`config.mk`:
```
export PLATFORM = sky130hd
export DESIGN_NAME = srl8
export DESIGN_NICKNAME = d
export VERILOG_FILES = /design/src/rtl/srl8_pkg.sv /design/src/rtl/srl8_stage.sv /design/src/rtl/srl8.sv
export SDC_FILE = /design/constraint.sdc
export NUM_CORES = 1
export LEC_CHECK = 0
export ABC_AREA = 1
export CAP_MARGIN = 15
export CORE_MARGIN = 2
export CORE_UTILIZATION = 25
export DETAILED_ROUTE_END_ITERATION = 8
export SYNTH_ARGS = -nofsm -noshare
export SYNTH_HDL_FRONTEND = slang
export SYNTH_SLANG_ARGS = --single-unit
```
`constraint.sdc`:
```
create_clock -name clk -period 2.5 [get_ports clk]
set_input_delay 0.75 -clock clk [delete_from_list [all_inputs] [get_ports clk]]
set_output_delay 0.75 -clock clk [all_outputs]
set_load 0.02 [all_outputs]
```
`src/rtl/srl8_pkg.sv`:
```
// Shared widths and types for the 8-bit logical shift-right unit.
package srl8_pkg;

    localparam int unsigned DATA_W  = 8;
    localparam int unsigned SHAMT_W = 3;

    typedef logic [DATA_W-1:0] data_t;

endpackage

```
`src/rtl/srl8_stage.sv`:
```
// One log-barrel stage: shifts right by DIST with zero fill when sel is set.
module srl8_stage
    import srl8_pkg::*;
#(
    parameter int unsigned DIST = 1
) (
    input  data_t d_in,
    input  logic  sel,
    output data_t d_out_c
);

    assign d_out_c = sel ? data_t'(d_in >> DIST) : d_in;

endmodule

```
`src/rtl/srl8.sv`:
```
// Registered 8-bit logical shift right; amounts of 8 or more produce zero.
module srl8
    import srl8_pkg::*;
(
    input  logic  clk,
    input  logic  rst,
    input  data_t A,
    input  data_t B,
    output data_t C
);

    data_t stage0_c;
    data_t stage1_c;
    data_t stage2_c;
    data_t shift_c;
    logic  ovf_c;

    srl8_stage #(.DIST(1)) u_stage0 (.d_in(A),        .sel(B[0]), .d_out_c(stage0_c));
    srl8_stage #(.DIST(2)) u_stage1 (.d_in(stage0_c), .sel(B[1]), .d_out_c(stage1_c));
    srl8_stage #(.DIST(4)) u_stage2 (.d_in(stage1_c), .sel(B[2]), .d_out_c(stage2_c));

    // Any upper amount bit means the whole operand shifts out, not a modulo wrap.
    assign ovf_c   = |B[DATA_W-1:SHAMT_W];
    assign shift_c = ovf_c ? '0 : stage2_c;

    always_ff @(posedge clk) begin
        if (rst) begin
            C <= '0;
        end else begin
            C <= shift_c;
        end
    end

endmodule

```
# --- Word level (Yosys, flattened, before mapping) ---
# Cells that the tools add are included.
# Widths: inputs -> output; s select.
totals:
  regBits: 8
  inputBits: 18
  out_inout_bits: 8
  elab_cells: 7
op_classes:
  muxes: 3
  reduce_logical: 2
op_table:
  columns: ["operator", "n"]
  rows:
  - ["$mux 8", 2]
  - ["$reduce_or 7->1", 1]
  - ["$reduce_or 6->1", 1]
  - ["$mux 4", 1]

# --- Logic depth before layout (Yosys ltp) ---
# Gate-level depths: netlist of run 1.
depth:
  ltp_word: 3
  depth_mapped: 8
  depth_no_buf: 7

# --- Cells and area by module ---
# A second synthesis of run 1 with hierarchy kept.
unflattened:
  hier_cells: 99
  area_unflattened_um2: 533.0
modules_own_cells:
  columns: ["module", "instances", "cells_per_inst", "area_per_inst_um2", "seq_area_each_um2"]
  rows:
  - ["srl8", 1, 28, 244.0, 160.2]
  - ["srl8_stage (u_stage0)", 1, 25, 101.3, 0.0]
  - ["srl8_stage (u_stage1)", 1, 24, 97.6, 0.0]
  - ["srl8_stage (u_stage2)", 1, 22, 90.1, 0.0]

# --- Worst setup path before layout of run 1 ---
# No wires, ideal clock.
synth_timing:
  kind: "input-to-reg"
  from: "input port B[0]"
  to: "register C[4]"
  setup_time_ns: 0.115
  t_arrival_ns: 1.220
  required_ns: 2.385
  slack_ns: 1.165
  path_stages: 6
  n_path_buf: 1
  path_cell_list: "buf_6 -> inv_8 -> nand2_4 -> nand3_1 -> nand2_1 -> and2_1"
synth_via:
  elab_chain_cells: 2
synth_rtl:
  columns: ["element", "line", "source"]
  rows:
  - ["start, declared", "srl8.sv:8", "input data_t B,"]
  - ["$mux 8 (2 in series)", "srl8_stage.sv:12", "assign d_out_c = sel ? data_t'(d_in >> DIST) : d_in;"]
  - ["end signal, assigned", "srl8.sv:30", "C <= shift_c;"]
  - ["end, declared", "srl8.sv:9", "output data_t C"]
# No other way between the ends.
# A chain may end at the register's enable or synchronous reset.

# --- Worst setup path in the final report of run 1 ---
layout_timing:
  from: "register C[3]"
  to: "output port C[3]"
# No word-level cell between the ends.

==> results of run 1 <==
[power by group]
group	switching, W	internal [W]	leakage, nW
logic	0.0000335	0.0000368	0.292
registers	0.000000118	0.000128	0.0644
clock network	0.0000379	0.0000545	0.0138
total	0.0000716	0.000220	0.370
[metrics by stage]
stage / std cells / power (W) / area, µm² / hold WS (ns) / worst slack, ns
2_1_floorplan: 82 / 0.000168 / 518 / 0.888 / 1.16
3_3_place_gp: 132 / 0.000201 / 777 / 1.40 / 0.426
3_5_place_dp: 132 / 0.000201 / 777 / 1.40 / 0.390
4_1_cts: 135 / 0.000297 / 800 / 1.14 / 0.577
5_1_grt: 135 / 0.000311 / 800 / 1.17 / 0.545
6_report: 135 / 0.000291 / 800 / 1.15 / 0.598
[kinds of logic (layout without fill, tap and decap cells)]
family                 after synthesis  after routing  share of synthesized area [%]
DFF                                  8              8                           30.9
buffers and inverters               11             37                           12.8
and+or+nand+nor                     63             63                           56.3
[per-layer routing]
metal  vias up  global-route usage [%]
met4         0                    5.56
met1       230                    13.4
met5         -                       0
li1        307                       -
met2        22                    16.9
met3         2                    3.64
[cells in the final DEF (no fill, tap or decap)]
master / Yosys / routed
nor3_1: 1 / 1
dfxtp_1: 8 / 8
inv_2: 1 / 1
inv_1: 7 / 7
nor2_1: 8 / 8
nand2_4: 2 / 2
clkbuf_4: 0 / 3
nand3_1: 17 / 17
nand2_1: 28 / 28
and2_1: 4 / 4
inv_8: 1 / 1
clkdlybuf4s50_1: 0 / 25
nand2_2: 1 / 1
nor2_2: 2 / 2
[cell type report]
| cell class | instances | share of cell area, % |
|---|---|---|
| clock buffer | 3 | 2.82 |
| timing repair buffer | 25 | 31.3 |
| inverter | 9 | 5.16 |
| sequential | 8 | 20.0 |
| tap | 27 | 4.23 |
| multi-input combinational | 63 | 36.5 |
[how the worst min path moves through the flow]
stage               endpoint  slack [ns]  cells after the start
CTS                     C[3]        1.14                      3
floorplan               C[3]        0.89                      2
detailed placement      C[3]        1.40                      3
global route            C[3]        1.17                      3
finish                  C[3]        1.15                      3
global placement        C[3]        1.40                      3
==> results.sh, run 1 <==
export IMPL_hold_class="in -> reg"
export IMPL_ant_nets=0
export IMPL_nets=128
export IMPL_hpwlAfterDp_um=957
export IMPL_top_regs="C (8)"
export IMPL_grt_overflow_total=0
export IMPL_crit_slowest_cell="clkdlybuf4s50_1"
export IMPL_min_period_ns=1.90
export IMPL_synth_top_area_cell="dfxtp_1"
export IMPL_cts_tree="yes"
export IMPL_dr_max_layer_used="met4"
export IMPL_synth_cell_types=14
export IMPL_drt_vias_per_instance=4.16
export IMPL_synth_cells=82
export IMPL_synthToLayoutAreaGrowth_pct=54.3
export IMPL_grt_max_degree=11
export IMPL_ys_ff_latch=8
export IMPL_drt_initial_drc_count=7
export IMPL_synthesis_area_um2=518
export IMPL_async_flop_share_pct=0
export IMPL_drive_above_1_share_pct=9.26
export IMPL_cts_buffers=3
export IMPL_max_freq_mhz=526
export IMPL_drt_total_wl_mm=1.18
export IMPL_maxSlewHeadroom_pct=68.5
export IMPL_cts_resized=0
export IMPL_met2WireLength_um=562
export IMPL_fillers=220
export IMPL_register_area_um2=160
export IMPL_crit_buf_inv=1
export IMPL_synth_avg_cell_area_um2=6.32
export IMPL_drc_errors=0
export IMPL_die_w_um=49.5
export IMPL_antenna_found_initial=0
export IMPL_crit_fanout=1
export IMPL_p_per_area_nw_per_um2=364
export IMPL_worstMarginPinSlew_ns=0.472
export IMPL_seq_area_frac_synth_pct=30.9
export IMPL_peakVddDrop_mv=0.116
export IMPL_grt_pass1_wl_mm=2.07
export IMPL_portBuffers=25
export IMPL_die_y_um=49.5
export IMPL_crit_chain="clkdlybuf4s50_1"
export IMPL_gp_congestion=0.769
export IMPL_path_depth=1
export IMPL_worstSetupStartpointType="flop"
export IMPL_post_cts_setup_buffers=0
export IMPL_dr_pass1_iters=4
export IMPL_synth_edff_count=0
export IMPL_via_count=561
export IMPL_endpoint_kind="output pin"
export IMPL_cp_startpoint="C[3]"
export IMPL_hold_violations=0
export IMPL_status="finished, final reports clean"
export IMPL_core_um2=1960
export IMPL_row_count=16
export IMPL_setup_viol_count_final=0
export IMPL_fin_setup_tns_ns=0
export IMPL_critPathMaxStageDelay_ns=0.60
export IMPL_crit_path_end="C[3]"
export IMPL_synth_common_cells="28 x nand2_1, 17 x nand3_1, 8 x dfxtp_1, 8 x nor2_1, 7 x inv_1"
export IMPL_diodes=0
export IMPL_yosys_warnings=0
export IMPL_yosys_cell_count_top_type="nand2_1"
export IMPL_met3_length_um=67
export IMPL_numClockSinks=8
export IMPL_slew_violations=0
export IMPL_leakagePower_nw=0.370
export IMPL_multi_input_area_um2=292
export IMPL_clk_pin_slew_ns=0.05
export IMPL_crit_family="buffers and inverters"
export IMPL_worstSetupPathType="reg -> out"
export IMPL_cts_buffer_depth=2
export IMPL_cts_root_buf="clkbuf_4"
export IMPL_grt_total_usage_pct=10.9
export IMPL_hold_buffers=0
export IMPL_cap_violations=0
export IMPL_synthesis_nets=100
export IMPL_crit_arrival_ns=1.15
export IMPL_largest_reg_flops=8
export IMPL_top_register="C"
export IMPL_critPathRequiredTime_ns=1.75
export IMPL_min_from="B[2]"
export IMPL_ioPinCount=26
export IMPL_synth_flop_cell="dfxtp_1"
export IMPL_routedWlPerCell_um=8.76
export IMPL_rsz0062_at_grt="false"
export IMPL_synth_top_area_share_pct=30.9
export IMPL_fin_crit_sh_pct=76.1
export IMPL_die_area_um2=2450
export IMPL_initial_utilization_pct=26.4
export IMPL_met1Wirelength_um=537
export IMPL_grt_pass1_vias=491
export IMPL_yosys_top_cells_area="dfxtp_1 31%, nand2_1 20%, nand3_1 16%"
export IMPL_utilization_pct=40.8
export IMPL_htreeDepth=1
Power figures use the tool's default switching activity.
==> inputs of run 2 (changes only) <==
clock period = 1.7 ns   (was 2.5 ns; I/O delays follow)
==> run 2 against run 1 <==
Sequential share of layout area down 0.67 points. Cell count is 1.5% higher. Core utilization is 1.4 points higher. Critical path depth unchanged. Wire length down 2.2%. Global-route usage increased by 0.12 points. Non-clock buffer count grew 2. Worst hold slack worse by 0.24 ns. Clock-buffer cell count unchanged. Sequential power grew 47%. Critical path type unchanged. Critical endpoint is now C[5].
==> results.sh, run 2 (synthesized netlist as in run 1, its figures left out) <==
export IMPL_drive_above_1_share_pct=10.9
export IMPL_via_count=564
export IMPL_crit_chain="clkdlybuf4s50_1"
export IMPL_gp_congestion=0.842
export IMPL_critPathMaxStageDelay_ns=0.60
export IMPL_synthToLayoutAreaGrowth_pct=59.7
export IMPL_largest_reg_flops=8
export IMPL_row_count=16
export IMPL_multi_input_area_um2=292
export IMPL_cts_buffers=3
export IMPL_htreeDepth=1
export IMPL_hpwlAfterDp_um=979
export IMPL_die_area_um2=2450
export IMPL_post_cts_setup_buffers=0
export IMPL_drt_initial_drc_count=7
export IMPL_diodes=0
export IMPL_crit_family="buffers and inverters"
export IMPL_crit_buf_inv=1
export IMPL_worstMarginPinSlew_ns=0.277
export IMPL_hold_buffers=0
export IMPL_setup_slack_ns=0.0367
export IMPL_crit_slowest_cell="clkdlybuf4s50_1"
export IMPL_peakVddDrop_mv=0.162
export IMPL_die_y_um=49.5
export IMPL_p_per_area_nw_per_um2=527
export IMPL_slew_violations=0
export IMPL_max_freq_mhz=601
export IMPL_seqPwrFrac_pct=43.3
export IMPL_p_sw_share_pct=24.5
export IMPL_maxSlewHeadroom_pct=81.5
export IMPL_power_frac_comb_pct=25.4
export IMPL_ioPinCount=26
export IMPL_grt_pass1_wl_mm=2.09
export IMPL_worstSetupStartpointType="flop"
export IMPL_core_um2=1960
export IMPL_grt_overflow_total=0
export IMPL_routedWlPerCell_um=8.45
export IMPL_intPower_w=0.000329
export IMPL_power_switching_w=0.000107
export IMPL_drt_vias_per_instance=4.12
export IMPL_setup_viol_count_final=0
export IMPL_fin_crit_sh_pct=97.8
export IMPL_dr_pass1_iters=4
export IMPL_crit_fanout=1
export IMPL_most_common_layout_cells="28 x nand2_1, 25 x clkdlybuf4s50_1, 17 x nand3_1"
export IMPL_hold_violations=0
export IMPL_fin_setup_tns_ns=0
export IMPL_final_common_cell="nand2_1"
export IMPL_grt_total_usage_pct=11.0
export IMPL_initial_utilization_pct=26.4
export IMPL_hold_class="in -> reg"
export IMPL_fillers=225
export IMPL_drt_total_wl_mm=1.16
export IMPL_endpoint_kind="output pin"
export IMPL_cts_buffer_depth=2
export IMPL_register_area_um2=160
export IMPL_grt_pass1_vias=485
export IMPL_leakagePower_nw=0.385
export IMPL_cap_violations=0
export IMPL_min_period_ns=1.66
export IMPL_critPathRequiredTime_ns=1.19
export IMPL_clk_pin_slew_ns=0.05
export IMPL_ant_nets=0
export IMPL_clock_power_share_pct=31.2
export IMPL_cts_tree="yes"
export IMPL_die_w_um=49.5
export IMPL_pre_cts_slack_ns=0.0377
export IMPL_drc_errors=0
export IMPL_grt_max_degree=11
export IMPL_antenna_found_initial=0
export IMPL_top_regs="C (8)"
export IMPL_cts_resized=0
export IMPL_top_register="C"
export IMPL_portBuffers=25
export IMPL_cts_root_buf="clkbuf_4"
export IMPL_nets=130
export IMPL_worstSetupPathType="reg -> out"
export IMPL_status="finished, final reports clean"
export IMPL_min_path_cells=3
export IMPL_numClockSinks=8
export IMPL_rsz0062_at_grt="false"
export IMPL_path_depth=1
export IMPL_crit_arrival_ns=1.15
## run 2: final timing paths
| path | startpoint | to | slack [ns] |
|---|---|---|---|
| max | C[5] | C[5] | 0.04 |
| min | B[2] | C[3] | 0.90 |
## run 2: layout make-up
type | instances | area share, %
clock buffers | 3 | 2.72
inverters | 9 | 4.99
multi-input cells | 63 | 35.2
flip-flops and latches | 8 | 19.4
well taps | 27 | 4.08
repair buffers | 27 | 33.6
## run 2: per-stage QoR
step | utilization (%) | hold WS, ns | total power, W | cell area, µm² | std cells
floorplan | - | 0.648 | 0.000248 | 518 | 82
global placement | 41.0 | 1.15 | 0.000303 | 805 | 134
detailed placement | 41.0 | 1.16 | 0.000303 | 805 | 134
CTS | 42.2 | 0.896 | 0.000442 | 827 | 137
global route | 42.2 | 0.918 | 0.000466 | 827 | 137
finish | 42.2 | 0.904 | 0.000436 | 827 | 137
## run 2: power by group through the flow
| stage | clock network (W) | logic (W) | registers, W |
|---|---|---|---|
| 6_report | 0.000136 | 0.000111 | 0.000189 |
| 5_1_grt | 0.000154 | 0.000123 | 0.000189 |
| 4_1_cts | 0.000142 | 0.000111 | 0.000189 |
| 3_5_place_dp | 0 | 0.000111 | 0.000193 |
| 3_3_place_gp | 0 | 0.000110 | 0.000193 |
| 2_1_floorplan | 0 | 0.0000539 | 0.000194 |
## run 2: layer usage
layer	track usage, %	up-vias	wire (µm)
met5	0	-	0
met4	6.94	0	12
met2	17.6	17	563
li1	-	314	-
met1	13.2	231	516
met3	2.73	2	64
